--- src/rtl/pc_sequencer_if.sv ---
// Bus between the decode/ALU stage (master) and the program-counter sequencer (slave).
// Carries the advance enable, the instruction fields and the sequencer's status outputs.
interface pc_sequencer_if #(
  parameter int PC_W  = 10,
  parameter int DEPTH = 4
);
  localparam int SP_W = $clog2(DEPTH + 1);

  logic            en;
  logic [5:0]      opcode;
  logic [PC_W-1:0] target;
  logic            wez;
  logic            alu_zero;
  logic [PC_W-1:0] pc;
  logic            z_flag;
  logic            taken;
  logic [SP_W-1:0] sp;
  logic            stk_ovf;
  logic            stk_unf;

  modport master (
    output en, opcode, target, wez, alu_zero,
    input  pc, z_flag, taken, sp, stk_ovf, stk_unf
  );

  modport slave (
    input  en, opcode, target, wez, alu_zero,
    output pc, z_flag, taken, sp, stk_ovf, stk_unf
  );
endinterface

--- src/rtl/pc_sequencer.sv ---
// Program-counter sequencer: PC register, registered zero flag and LIFO return stack.
// Define STACK_TRAP_EN to redirect erroneous CALL/RET to TRAP_VEC instead of falling through.
module pc_sequencer #(
  parameter int PC_W     = 10,
  parameter int DEPTH    = 4,
  parameter int TRAP_VEC = 0
) (
  input  logic              clk,
  input  logic              reset,
  pc_sequencer_if.slave     bus
);
  localparam int SP_W  = $clog2(DEPTH + 1);
  localparam int IDX_W = (DEPTH > 1) ? $clog2(DEPTH) : 1;
  localparam logic [SP_W-1:0] SP_FULL = SP_W'(DEPTH);
  localparam logic [PC_W-1:0] TRAP_PC = PC_W'(TRAP_VEC);
`ifdef STACK_TRAP_EN
  localparam bit TRAP_EN = 1'b1;
`else
  localparam bit TRAP_EN = 1'b0;
`endif

  typedef enum logic [5:0] {
    OP_CALL = 6'b111000,
    OP_RET  = 6'b111001,
    OP_J    = 6'b111100,
    OP_JZ   = 6'b111101,
    OP_JNZ  = 6'b111110
  } op_e;

  logic [PC_W-1:0]  stack [DEPTH];
  logic [PC_W-1:0]  pc_q, pc_inc, next_pc;
  logic [SP_W-1:0]  sp_q;
  logic [IDX_W-1:0] push_idx, pop_idx;
  logic             z_q, ovf_q, unf_q;
  logic             taken_c, push, pop, ovf_set, unf_set;

  assign pc_inc   = pc_q + PC_W'(1);
  assign push_idx = IDX_W'(sp_q);
  assign pop_idx  = IDX_W'(sp_q - SP_W'(1));

  // Next-PC select; branches see the flag as it stood before this edge.
  always_comb begin
    next_pc = pc_inc;
    taken_c = 1'b0;
    push    = 1'b0;
    pop     = 1'b0;
    ovf_set = 1'b0;
    unf_set = 1'b0;
    case (bus.opcode)
      OP_J: begin
        next_pc = bus.target;
        taken_c = 1'b1;
      end
      OP_JZ: if (z_q) begin
        next_pc = bus.target;
        taken_c = 1'b1;
      end
      OP_JNZ: if (!z_q) begin
        next_pc = bus.target;
        taken_c = 1'b1;
      end
      OP_CALL: if (sp_q < SP_FULL) begin
        next_pc = bus.target;
        taken_c = 1'b1;
        push    = 1'b1;
      end else begin
        next_pc = TRAP_EN ? TRAP_PC : pc_inc;
        taken_c = TRAP_EN;
        ovf_set = 1'b1;
      end
      OP_RET: if (sp_q != '0) begin
        next_pc = stack[pop_idx];
        taken_c = 1'b1;
        pop     = 1'b1;
      end else begin
        next_pc = TRAP_EN ? TRAP_PC : pc_inc;
        taken_c = TRAP_EN;
        unf_set = 1'b1;
      end
      default: next_pc = pc_inc;
    endcase
    if (!bus.en) taken_c = 1'b0;
  end

  // Architectural state; everything holds while en is low.
  always_ff @(posedge clk or negedge reset) begin
    if (!reset) begin
      pc_q  <= '0;
      z_q   <= 1'b0;
      sp_q  <= '0;
      ovf_q <= 1'b0;
      unf_q <= 1'b0;
    end else if (bus.en) begin
      pc_q <= next_pc;
      if (bus.wez) z_q <= bus.alu_zero;
      if (push)     sp_q <= sp_q + SP_W'(1);
      else if (pop) sp_q <= sp_q - SP_W'(1);
      if (ovf_set) ovf_q <= 1'b1;
      if (unf_set) unf_q <= 1'b1;
    end
  end

  // Stack storage is deliberately not cleared by reset; sp alone defines validity.
  always_ff @(posedge clk) begin
    if (reset && bus.en && push) stack[push_idx] <= pc_inc;
  end

  assign bus.pc      = pc_q;
  assign bus.z_flag  = z_q;
  assign bus.taken   = taken_c;
  assign bus.sp      = sp_q;
  assign bus.stk_ovf = ovf_q;
  assign bus.stk_unf = unf_q;
endmodule

--- src/flat_wrapper.sv ---
// flat-port wrapper written by rule: the top's interface ports become plain ports
module pc_sequencer_flat 
#(
  parameter int PC_W     = 10,
  parameter int DEPTH    = 4,
  parameter int TRAP_VEC = 0
)
  (clk, reset, bus_en, bus_opcode, bus_target, bus_wez, bus_alu_zero, bus_pc, bus_z_flag, bus_taken, bus_sp, bus_stk_ovf, bus_stk_unf);
  pc_sequencer_if #(.PC_W(PC_W), .DEPTH(DEPTH)) bus_i ();
  input  logic clk;
  input  logic reset;
  input wire logic [$bits(bus_i.en)-1:0] bus_en;
  input wire logic [$bits(bus_i.opcode)-1:0] bus_opcode;
  input wire logic [$bits(bus_i.target)-1:0] bus_target;
  input wire logic [$bits(bus_i.wez)-1:0] bus_wez;
  input wire logic [$bits(bus_i.alu_zero)-1:0] bus_alu_zero;
  output wire logic [$bits(bus_i.pc)-1:0] bus_pc;
  output wire logic [$bits(bus_i.z_flag)-1:0] bus_z_flag;
  output wire logic [$bits(bus_i.taken)-1:0] bus_taken;
  output wire logic [$bits(bus_i.sp)-1:0] bus_sp;
  output wire logic [$bits(bus_i.stk_ovf)-1:0] bus_stk_ovf;
  output wire logic [$bits(bus_i.stk_unf)-1:0] bus_stk_unf;
  assign bus_i.en = bus_en;
  assign bus_i.opcode = bus_opcode;
  assign bus_i.target = bus_target;
  assign bus_i.wez = bus_wez;
  assign bus_i.alu_zero = bus_alu_zero;
  assign bus_pc = bus_i.pc;
  assign bus_z_flag = bus_i.z_flag;
  assign bus_taken = bus_i.taken;
  assign bus_sp = bus_i.sp;
  assign bus_stk_ovf = bus_i.stk_ovf;
  assign bus_stk_unf = bus_i.stk_unf;
  pc_sequencer #(.PC_W(PC_W), .DEPTH(DEPTH), .TRAP_VEC(TRAP_VEC)) u_core (.clk(clk), .reset(reset), .bus(bus_i));
endmodule
--- config.mk ---
export PLATFORM = sky130hd
export DESIGN_NAME = pc_sequencer_flat
export DESIGN_NICKNAME = d
export VERILOG_FILES = /design/src/rtl/pc_sequencer_if.sv /design/src/rtl/pc_sequencer.sv /design/src/flat_wrapper.sv
export SDC_FILE = /design/constraint.sdc
export NUM_CORES = 1
export LEC_CHECK = 0
export CAP_MARGIN = 20
export CORE_ASPECT_RATIO = 0.9
export CORE_MARGIN = 10
export CORE_UTILIZATION = 55
export DETAILED_ROUTE_END_ITERATION = 10
export PLACE_DENSITY = 0.78
export SLEW_MARGIN = 10
export SYNTH_ARGS = -nofsm -noshare
export SYNTH_HDL_FRONTEND = slang
export SYNTH_SLANG_ARGS = --single-unit
--- constraint.sdc ---
create_clock -name clk -period 3.8 [get_ports clk]
set_input_delay 1.14 -clock clk [delete_from_list [all_inputs] [get_ports clk]]
set_output_delay 1.14 -clock clk [all_outputs]
set_load 0.01 [all_outputs]
======== Word-level counts from Yosys, hierarchy flattened ========
Memory sizes are Yosys's and may differ from the RTL's.
Cells that the tools add are included.
Widths: inputs -> output; s select.
word-level totals
  memories ................................ 1
  bits in writable memories ............... 40
  bits in registers ....................... 16
  logic and storage cells ................. 44
  input bits .............................. 21
cells by class
  eq/ne operators ......................... 5
  reduce and logical (&&, ||, !) cells .... 8
  magnitude comparators ................... 1
  muxes and demuxes ....................... 21
  $add $sub $neg .......................... 3
memories
  name          depth  width  read ports  clocked after Yosys merged registers in  write ports  line                text
  u_core.stack  4      10     1           0                                        1            pc_sequencer.sv:30  logic [PC_W-1:0] stack [DEPTH];
operator list
  cell                   count
  $pmux 10 s5            1
  $mux 10                4
  $eq 6x6->1 const B     5
  $mux 1                 13
  $add 10x1->10 const B  1
  $reduce_and 2->1       4
  $mux 3                 2
  $pmux 1 s5             1
  $add 3x1->3 const B    1
  $lt 3x3->1 const B     1
  $reduce_bool 3->1      1
  $sub 3x1->3 const B    1
  $logic_and 1x1->1      2
  $reduce_bool 2->1      1

======== Logic depth before layout (Yosys ltp) ========
Gate-level depths: netlist of run 1.
  word-level depth ........................ 6
  depth in mapped cells ................... 9
  mapped depth without buffers ............ 7

======== Worst setup path before layout of run 1 ========
No wires, ideal clock.
  path type ............................... input to output
  start point ............................. input bus_opcode[2]
  end point ............................... output bus_taken
  setup slack ............................. 473 ps
  buffers on the path ..................... 1
  data required time ...................... 2660 ps
  cell stages on the path ................. 4
  data arrival time ....................... 2187 ps
  cells stage by stage .................... buf_2 > nor4_2 > nor3_2 > nor3_1
on the way
  word-level cells in the longest chain between the ends .. 3
  elaborated cells between the ends (all ways) .. 7
ends and longest elaborated chain
  element          line                text
  start, declared  flat_wrapper.sv:13  input wire logic [$bits(bus_i.opcode)-1:0] bus_opcode;
  $eq 6x6->1       pc_sequencer.sv:49  case (bus.opcode)
  $pmux 1 s5 *     pc_sequencer.sv:49
  $mux 1 *         pc_sequencer.sv:82  if (!bus.en) taken_c = 1'b0;
  end, declared    flat_wrapper.sv:19  output wire logic [$bits(bus_i.taken)-1:0] bus_taken;
Every way passes the cells marked *; elsewhere a longest branch is shown, timed or not.

======== Worst setup path in the final report of run 1 ========
  start point ............................. input bus_opcode[4]
  end point ............................... output bus_taken
The elaborated chain is that of the path after synthesis.

==> reports/metrics.cfg, run 1 <==
[worst_setup_path]
reg2reg_depth = 5
arrival_ns = 2.58
cp-end-kind = output pin
r2r_slack_ns = 1.71
reg2reg_to = u_core.bus.pc[8]$_DFFE_PN0P_
crit_start = bus_opcode[4]
cp-endpoint = bus_taken
start_kind = input port
rr_startpoint = u_core.bus.sp[1]$_DFFE_PN0P_
path_class = in -> out
required_ns = 2.66
cp_max_fo = 3

[route]
ant_nets = 0
drt_wl_total_um = 6250
vias_per_cell = 5.95
drtIter0Drc = 173
vias = 1916
drc_errors = 0
wl_per_cell_um = 19.4
dr.pass1.iters = 4

[synth]
synth_warnings = 0
yosysSeqAreaShare_pct = 59.3
yosys-top-cells-area = edfxtp_1 44%, dfrtp_1 15%, mux4_2 8.3%
synthArstFlopShare_pct = 28.6
synth_edf_count = 40
syn_nets = 226
synth_top_area_share_pct = 44.5
synth_largest_area_cell = edfxtp_1
synth_seq_cells = 56
synth-main-ff-cell = edfxtp_1
syn_area_um2 = 2700
syn_area_per_cell_um2 = 13.6
netlist_instances = 199
ys_types = 43

[sta]
fin_crit_sh_pct = 97.9
tightest_slew_ns = 0.558
hold_viol = 0
fin_ws_ns = 0.0798
fin_skew_ns = 0.0123
worst_hold_slack_ns = 0.481
drv_slew = 0
setup_viol_count_final = 0
slew-limit-headroom_pct = 62.2
min_period_ns = 3.72
fmax_ghz = 0.269

[clock_network]
clock_latency_ns = 0.31
post_cts_hold_buffer_count = 0
root_buffer = clkbuf_8
clock_sink_count = 56
cts_tree = built
htree_levels = 2
cts_buffers = 5
path_clk_slew_ns = 0.11
clockBufferDepth = 2

[final_layout]
nets = 283
final_area_um2 = 3400
synthToLayoutAreaGrowth_pct = 25.8
n_antenna_cell = 0
drive_gt1_share_pct = 19.1
fin_cells = 322

[floorplan]
start_util_pct = 56.2
core_um2 = 4800
num_io_pins = 38
die_area_um2 = 8120
core.rowCount = 24
die-width_um = 93.9
die_y_um = 86.5

[power_and_ir_drop]
p_sw_w = 0.000640
peakVddDrop_mv = 0.351
pwr-share-clk_pct = 17.4
power_frac_seq_pct = 46.1
swShare_pct = 33.3
pwr-share-comb_pct = 36.5
p_total_w = 0.00192
leakagePower_nw = 1.24
p_per_area_nw_per_um2 = 565
internal_power_w = 0.00128

[grt]
grt_pass1_wl_um = 10200
grt_use_total_pct = 16.2
grt_pass1_vias = 1930
grt_max_degree = 29
grt_overflow = 0
antenna_found_initial = 0

[flow_run]
cap_violations = 0

[outcome]
status = completed

[placed_design]
place_inst = 313
post-place-ws_ns = -0.373
placed_cell_area_um2 = 3270
port_buffers = 37
hpwlAfterDp_um = 4500
gp_congestion = 0.907

[min_path]
min_from = u_core.bus.stk_ovf$_DFFE_PN0P_
hold_path.class = reg -> reg

==> placed cells by master, fill, tap and decap left out, types with 2 or more instances in the layout <==
cell,netlist,routed
a31o_2,2,2
a222oi_1,5,5
a22oi_1,3,3
clkdlybuf4s50_1,0,34
a22o_1,2,2
dlymetal6s2s_1,0,2
nor3_1,6,6
o22ai_1,2,2
and2_1,4,4
nor2_1,18,18
nand2b_1,2,2
edfxtp_1,40,40
xor2_1,5,5
ha_1,6,6
buf_4,0,21
mux4_2,10,10
nor4_4,1,2
nor2b_1,3,3
clkbuf_8,0,5
nand2_1,8,8
xnor2_1,4,4
and3_1,2,2
a221oi_1,2,2
mux2i_1,4,4
dfrtp_1,16,16
a31oi_1,8,8
nand3_1,5,5
or2_1,2,2
inv_1,8,8
a21oi_1,7,7
==> cells by family after synthesis <==
| kind of cell | Yosys count | synth area share (%) |
|---|---|---|
| muxes | 15 | 10.2 |
| and+or+nand+nor | 57 | 11.4 |
| DFF | 56 | 59.3 |
| buffers and inverters | 17 | 2.59 |
| adders and majority gates | 6 | 2.78 |
| xor gates and xnor gates | 9 | 2.92 |
| AOI/OAI and AO/OA | 39 | 10.7 |
==> what timing repair did <==
action                                  CTS  global route
buffers inserted                          0             1
hold endpoints to repair                  0             0
pin swaps                                 0             4
endpoints found under the setup margin    1             1
resized for setup                         5             4
gates cloned                              0             0
==> worst max-delay path, cell delays in order <==
cell,delay (ns)
clkdlybuf4s50_1,0.49
nand3_2,0.14
buf_6,0.16
nor4_4,0.29
nor3_2,0.07
nor3_1,0.13
buf_2,0.16
==> sequential cells by signal, summed over array words and instances (netlist names) <==
register            cells
u_core.stack           40
u_core.bus.stk_unf      1
u_core.bus.z_flag       1
u_core.bus.stk_ovf      1
u_core.bus.sp           3
u_core.bus.pc          10
==> synth_stat cells (all sizes together) (2+ instances only) <==
| cell | count |
|---|---|
| a22oi | 3 |
| nor3 | 7 |
| ha | 6 |
| a31o | 2 |
| inv | 8 |
| or2 | 2 |
| clkbuf | 4 |
| o22ai | 2 |
| a222oi | 5 |
| xnor2 | 4 |
| a21oi | 7 |
| nor2 | 18 |
| a22o | 2 |
| a221oi | 2 |
| a31oi | 8 |
| nand3 | 6 |
| nand2b | 2 |
| and3 | 2 |
| mux2i | 4 |
| and2 | 4 |
| nor2b | 3 |
| xor2 | 5 |
| nor4 | 2 |
| dfrtp | 16 |
| o21ai | 2 |
| edfxtp | 40 |
| buf | 5 |
| nand2 | 8 |
| mux4 | 10 |
==> area by class of cell <==
type / count / area (um^2)
Multi-Input combinational cell: 126 / 1050
Fill cell: 349 / 1410
Inverter: 8 / 30.0
Timing Repair Buffer: 59 / 539
Clock buffer: 5 / 68.8
Clock inverter: 3 / 27.5
Sequential cell: 56 / 1600
Tap cell: 65 / 81.3
==> power groups by stage <==
stage	sequential, W	clock, W	combinational [W]
2_1_floorplan	0.000904	0	0.000415
5_1_grt	0.000901	0.000368	0.000778
4_1_cts	0.000886	0.000341	0.000704
6_report	0.000886	0.000335	0.000701
3_5_place_dp	0.000899	0	0.000701
3_3_place_gp	0.000897	0	0.000681
==> worst min-delay path by stage <==
stage / end / depth (start not counted)
after floorplan: u_core.bus.stk_ovf$_DFFE_PN0P_ / 1
after global placement: u_core.bus.stk_ovf$_DFFE_PN0P_ / 1
after detailed placement: u_core.bus.stk_ovf$_DFFE_PN0P_ / 1
after CTS: u_core.bus.stk_ovf$_DFFE_PN0P_ / 1
after global routing: u_core.bus.stk_ovf$_DFFE_PN0P_ / 1
final: u_core.bus.stk_ovf$_DFFE_PN0P_ / 1
==> per-stage QoR <==
stage          util, %  TNS [ns]
4_1_cts           70.2         0
2_1_floorplan        -         0
6_report          70.8         0
3_5_place_dp      68.1    -0.373
5_1_grt           70.8  -0.00799
3_3_place_gp      68.1    -0.345
==> routing by layer <==
| metal | track usage (%) | wire length, um |
|---|---|---|
| met5 | 0 | 0 |
| met1 | 21.5 | 2510 |
| met4 | 5.24 | 53 |
| met2 | 25.7 | 3040 |
| met3 | 3.54 | 640 |
Power figures use the tool's default switching activity.
==> inputs of run 2 (changes only) <==
Settings changed: CORE_MARGIN 10 to 2, DONT_BUFFER_PORTS set to 1, PLACE_DENSITY 0.78 to 0.68.
==> run 2 against run 1 <==
  * Sequential share of layout area up 8.6 points
  * Count of clock-buffer cells in the layout increased by 1
  * Highest routed layer unchanged
  * Critical path type unchanged
  * First-iteration DRC count fell by 8.1%
  * Setup slack improved by 0.19 ns
  * Clock skew decreased by 0.0080 ns
  * Utilization shrank 11 points
  * Non-clock buffer count is 56 lower
  * Critical path depth is 2 lower
  * Critical endpoint unchanged
  * Largest cell class unchanged
==> reports/metrics.cfg, run 2 (synthesis gave the netlist of run 1 again) <==
[grt]
antenna_found_initial = 0  ; unchanged
grt_pass1_vias = 1742  ; was 1930
grt_max_degree = 30  ; was 29
grt_overflow = 0  ; unchanged
grt_use_total_pct = 22.5  ; was 16.2%
grt_pass1_wl_um = 9270  ; was 10200 um

[sta]
fin_crit_sh_pct = 92.8  ; was 97.9%
tns_ns = 0  ; unchanged
tightest_slew_ns = 0.611  ; was 0.558 ns
fin_skew_ns = 0.00429  ; was 0.0123 ns
drv_slew = 0  ; unchanged
min_period_ns = 3.53  ; was 3.72 ns
setup_viol_count_final = 0  ; unchanged
slew-limit-headroom_pct = 59.3  ; was 62.2%
hold_viol = 0  ; unchanged
fmax_ghz = 0.284  ; was 0.269 GHz
grt_setup_unrepaired = no

[route]
ant_nets = 0  ; unchanged
drt_wl_total_um = 5660  ; was 6250 um
vias_per_cell = 6.39  ; was 5.95
drc_errors = 0  ; unchanged
vias = 1701  ; was 1916
drtIter0Drc = 159  ; was 173
wl_per_cell_um = 21.3  ; was 19.4 um
dr.pass1.iters = 5  ; was 4

[worst_setup_path]
path_cells = nand3_2 > nor4_2 > nor3_2 > nor3_1 > buf_4  ; was clkdlybuf4s50_1 > nand3_2 > buf_6 > nor4_4 > nor3_2 > nor3_1 > buf_2
path_class = in -> out  ; unchanged
reg2reg_depth = 7  ; was 5
cp_slowest_cell = nor4_2  ; was clkdlybuf4s50_1
r2r_slack_ns = 1.52  ; was 1.71 ns
required_ns = 2.66  ; about the same
crit_start = bus_opcode[4]  ; unchanged
rr_startpoint = u_core.bus.sp[1]$_DFFE_PN0P_  ; unchanged
reg2reg_to = u_core.bus.pc[8]$_DFFE_PN0P_  ; unchanged
cp-endpoint = bus_taken  ; unchanged
cp_max_fo = 7  ; was 3
cpPeakStageDelay_ns = 0.50  ; was 0.49 ns
arrival_ns = 2.39  ; was 2.58 ns
start_kind = input port  ; unchanged
cp-end-kind = output pin  ; unchanged

[final_layout]
largest_reg_flops = 40  ; unchanged
fin_cells = 266  ; was 322
synthToLayoutAreaGrowth_pct = 6.35  ; was 25.8%
multi_input_area_um2 = 1030  ; was 1050 um^2
mostFrequentLayoutCell = edfxtp_1  ; unchanged
seq_area_um2 = 1600  ; unchanged
nFillCells = 383  ; was 349
regMostFlops = u_core.stack  ; unchanged
nets = 227  ; was 283
drive_gt1_share_pct = 13.9  ; was 19.1%
n_antenna_cell = 0  ; unchanged
layout_common_cells = 40 x edfxtp_1, 18 x nor2_1, 16 x dfrtp_1  ; was 40 x edfxtp_1, 34 x clkdlybuf4s50_1, 21 x buf_4
final_core_util_pct = 60.2  ; was 70.8%

[placed_design]
gp_congestion = 0.957  ; was 0.907
port_buffers = 0  ; was 37
hpwlAfterDp_um = 3850  ; was 4500 um
place_inst = 258  ; was 313

[clock_network]
cts_resized = 0  ; was 5
clock_sink_count = 56  ; unchanged
clock_latency_ns = 0.31  ; about the same
post_cts_hold_buffer_count = 0  ; unchanged
root_buffer = clkbuf_8  ; unchanged
path_clk_slew_ns = 0.09  ; was 0.11 ns
htree_levels = 2  ; unchanged
cts_tree = built  ; unchanged
cts_buffers = 5  ; unchanged
postCtsSetupRepairBufs = 0  ; unchanged
clockBufferDepth = 2  ; unchanged

[power_and_ir_drop]
p_total_w = 0.00181  ; was 0.00192 W
swShare_pct = 32.4  ; was 33.3%
power_frac_seq_pct = 50.7  ; was 46.1%
leakagePower_nw = 0.989  ; was 1.24 nW
p_sw_w = 0.000586  ; was 0.000640 W
p_per_area_nw_per_um2 = 630  ; was 565 nW/um^2
internal_power_w = 0.00122  ; was 0.00128 W
pwr-share-clk_pct = 20.9  ; was 17.4%
peakVddDrop_mv = 0.326  ; was 0.351 mV
pwr-share-comb_pct = 28.3  ; was 36.5%

[floorplan]
die_area_um2 = 5490  ; was 8120 um^2
num_io_pins = 38  ; unchanged
die_y_um = 70.5  ; was 86.5 um
die-width_um = 77.9  ; was 93.9 um
start_util_pct = 56.6  ; was 56.2%
core.rowCount = 24  ; unchanged
core_um2 = 4770  ; was 4800 um^2

[flow_run]
cap_violations = 0  ; unchanged

[min_path]
hold_path.class = in -> async  ; was reg -> reg

[outcome]
status = completed  ; unchanged

run 2: cell count changes in the layout (fill, tap and decap cells not counted), sizes merged:
cell,delta
clkbuf,+1
dlymetal6s2s,-2
buf,-20
clkdlybuf4s50,-34
inv,-1
clkinvlp,-1
bufinv,+1
run 2: worst min path at each step:
stage / from / endpoint / slack, ns / depth (start not counted)
after floorplan: u_core.bus.stk_ovf$_DFFE_PN0P_ / u_core.bus.stk_ovf$_DFFE_PN0P_ / 0.51 / 1
after global placement: u_core.bus.stk_ovf$_DFFE_PN0P_ / u_core.bus.stk_ovf$_DFFE_PN0P_ / 0.53 / 1
after detailed placement: u_core.bus.stk_ovf$_DFFE_PN0P_ / u_core.bus.stk_ovf$_DFFE_PN0P_ / 0.53 / 1
after CTS: reset / u_core.bus.pc[4]$_DFFE_PN0P_ / 0.51 / 0
after global routing: reset / u_core.bus.pc[2]$_DFFE_PN0P_ / 0.49 / 0
final: reset / u_core.bus.stk_unf$_DFFE_PN0P_ / 0.51 / 0
run 2: final cells by class:
type / instances / share of cell area [%]
tap: 65 / 2.83
clock inverter: 2 / 1.22
inverter: 8 / 1.05
multi-input combinational: 126 / 35.8
sequential: 56 / 55.7
timing repair buffer: 3 / 0.784
clock buffer: 6 / 2.53
run 2: per-stage QoR:
stage	hold slack [ns]	area, um^2	worst slack (ns)
global route	0.494	2870	0.173
floorplan	0.512	2700	0.473
CTS	0.506	2870	0.315
detailed placement	0.530	2770	0.335
global placement	0.525	2770	0.378
finish	0.514	2870	0.273
run 2: per-layer routing:
| metal | routed length, um | track usage, % | up-vias | part of all wire [%] |
|---|---|---|---|---|
| met5 | 0 | 0 | - | 0 |
| met1 | 2430 | 31.2 | 873 | 43 |
| met2 | 2850 | 36.0 | 47 | 50 |
| li1 | - | - | 773 | - |
| met3 | 312 | 4.91 | 8 | 5.5 |
| met4 | 65 | 6.35 | 0 | 1.1 |
run 2: power by group through the flow:
stage / registers, W / clock network, W / logic [W]
2_1_floorplan: 0.000904 / 0 / 0.000415
3_3_place_gp: 0.000930 / 0 / 0.000493
3_5_place_dp: 0.000933 / 0 / 0.000513
4_1_cts: 0.000919 / 0.000386 / 0.000516
5_1_grt: 0.000932 / 0.000411 / 0.000572
6_report: 0.000918 / 0.000378 / 0.000513
run 2: critical path: cells and delay by family:
| family | cells | cell delay [ns] |
|---|---|---|
| and+or+nand+nor | 4 | 1.10 |
| buffers and inverters | 1 | 0.16 |
==> inputs of run 3 (changes only) <==
Settings changed: CORE_UTILIZATION 55 to 35, PLACE_DENSITY 0.68 to 0.47.
==> run 3 against run 2 <==
  * Critical path depth stayed put
  * Utilization is 22 points lower
  * Sequential share of layout area is 0.51 points lower
  * Global-route usage is 6.7 points lower
  * First-iteration DRC count is 21% lower
==> reports/metrics.cfg, run 3 (synthesis gave the netlist of run 1 again) <==
[sta]
setup_viol_count_final = 0  ; unchanged
tightest_slew_ns = 0.629  ; was 0.611 ns
fin_crit_sh_pct = 91.0  ; was 92.8%
drv_slew = 0  ; unchanged
slew-limit-headroom_pct = 58.1  ; was 59.3%
fin_skew_ns = 0.00431  ; was 0.00429 ns
tns_ns = 0  ; unchanged
min_period_ns = 3.46  ; was 3.53 ns
fmax_ghz = 0.289  ; was 0.284 GHz
hold_viol = 0  ; unchanged
grt_setup_unrepaired = no  ; unchanged

[final_layout]
n_antenna_cell = 0  ; unchanged
nFillCells = 732  ; was 383
regMostFlops = u_core.stack  ; unchanged
final_core_util_pct = 38.6  ; was 60.2%
drive_gt1_share_pct = 14.4  ; was 13.9%
seq_area_um2 = 1600  ; unchanged
largest_reg_flops = 40  ; unchanged
layout_common_cells = 40 x edfxtp_1, 18 x nor2_1, 16 x dfrtp_1  ; unchanged
multi_input_area_um2 = 1030  ; unchanged
synthToLayoutAreaGrowth_pct = 7.32  ; was 6.35%
final_area_um2 = 2900  ; was 2870 um^2
mostFrequentLayoutCell = edfxtp_1  ; unchanged
nets = 228  ; was 227

[grt]
grt_use_total_pct = 15.8  ; was 22.5%
antenna_found_initial = 0  ; unchanged
grt_pass1_vias = 1767  ; was 1742
grt_max_degree = 30  ; unchanged
grt_overflow = 0  ; unchanged
grt_pass1_wl_um = 10200  ; was 9270 um

[worst_setup_path]
cpPeakStageDelay_ns = 0.50  ; about the same
arrival_ns = 2.32  ; was 2.39 ns
cp_max_fo = 7  ; unchanged
crit_buf_inv = 1  ; unchanged
cp-end-kind = output pin  ; unchanged
start_kind = input port  ; unchanged
cp_slowest_cell = nor4_2  ; unchanged
path_cells = nand3_2 > nor4_2 > nor3_2 > nor3_1 > buf_4  ; unchanged
required_ns = 2.66  ; about the same
cpLargestDelayFamily = simple AND/OR/NAND/NOR gates  ; unchanged
path_class = in -> out  ; unchanged

[clock_network]
clockBufferDepth = 2  ; unchanged
cts_tree = built  ; unchanged
post_cts_hold_buffer_count = 0  ; unchanged
cts_buffers = 5  ; unchanged
clock_latency_ns = 0.30  ; was 0.31 ns
postCtsSetupRepairBufs = 0  ; unchanged
htree_levels = 2  ; unchanged
root_buffer = clkbuf_8  ; unchanged
path_clk_slew_ns = 0.10  ; was 0.09 ns
cts_resized = 0  ; unchanged
clock_sink_count = 56  ; unchanged

[floorplan]
die-width_um = 96.6  ; was 77.9 um
core.rowCount = 30  ; was 24
die_area_um2 = 8440  ; was 5490 um^2
start_util_pct = 36.0  ; was 56.6%
num_io_pins = 38  ; unchanged
die_y_um = 87.3  ; was 70.5 um
core_um2 = 7510  ; was 4770 um^2

[placed_design]
port_buffers = 0  ; unchanged
hpwlAfterDp_um = 4340  ; was 3850 um
placed_cell_area_um2 = 2810  ; was 2770 um^2
gp_congestion = 0.810  ; was 0.957

[outcome]
status = completed  ; unchanged

[flow_run]
cap_violations = 0  ; unchanged

[route]
drc_errors = 0  ; unchanged
vias = 1697  ; was 1701
wl_per_cell_um = 21.6  ; was 21.3 um
ant_nets = 0  ; unchanged
vias_per_cell = 5.69  ; was 6.39
dr.pass1.iters = 5  ; unchanged
drt_wl_total_um = 6430  ; was 5660 um
drtIter0Drc = 126  ; was 159

[power_and_ir_drop]
leakagePower_nw = 0.976  ; was 0.989 nW
p_per_area_nw_per_um2 = 606  ; was 630 nW/um^2
peakVddDrop_mv = 0.175  ; was 0.326 mV

[min_path]
hold_path.class = in -> async  ; unchanged

## run 3: cell types whose count changed in the layout (fill, tap and decap cells not counted), sizes merged
| cell | before | now |
|---|---|---|
| buf | 3 | 4 |
| bufinv | 1 | 0 |
| clkbuf | 6 | 5 |
| clkinvlp | 0 | 2 |
## run 3: layout make-up
| class | instances | area share [%] |
|---|---|---|
| Clock inverter | 3 | 0.647 |
| Clock buffer | 5 | 2.37 |
| Timing Repair Buffer | 4 | 1.04 |
| Sequential cell | 56 | 55.2 |
| Tap cell | 96 | 4.14 |
| Inverter | 8 | 1.04 |
| Multi-Input combinational cell | 126 | 35.5 |
## run 3: metal layers
metal	vias up	wire length [um]	part of all wire (%)	global-route usage, %
met1	865	2690	42	20.4
met2	56	3290	51	27.6
met3	4	429	6.7	3.53
met5	-	0	0	0
li1	772	-	-	-
met4	0	32	0.50	3.20
## run 3: final timing paths
path / from / to / slack [ns] / cells after the start
setup / recovery: bus_opcode[4] / bus_taken / 0.34 / 5
hold / removal: reset / u_core.bus.pc[7]$_DFFE_PN0P_ / 0.52 / 0
setup reg to reg: u_core.bus.sp[1]$_DFFE_PN0P_ / u_core.bus.pc[3]$_DFFE_PN0P_ / 1.54 / 5
hold reg to reg: u_core.bus.stk_unf$_DFFE_PN0P_ / u_core.bus.stk_unf$_DFFE_PN0P_ / 0.55 / 1
max in group asynchronous: reset / u_core.bus.sp[1]$_DFFE_PN0P_ / 3.21 / 0
min in group clk: u_core.bus.stk_unf$_DFFE_PN0P_ / u_core.bus.stk_unf$_DFFE_PN0P_ / 0.55 / 1
## run 3: stage by stage
| step | power, W | cells | hold slack, ns | worst slack, ns |
|---|---|---|---|---|
| finish | 0.00176 | 298 | 0.519 | 0.342 |
| detailed placement | 0.00146 | 290 | 0.536 | 0.408 |
| global placement | 0.00144 | 290 | 0.528 | 0.498 |
| floorplan | 0.00132 | 199 | 0.512 | 0.473 |
| global route | 0.00187 | 298 | 0.494 | 0.273 |
| CTS | 0.00178 | 298 | 0.506 | 0.390 |
## run 3: report_power, final
group | internal, W | switching (W)
combinational | 0.000234 | 0.000285
clock | 0.000128 | 0.000189
sequential | 0.000795 | 0.000126
total | 0.00116 | 0.000600
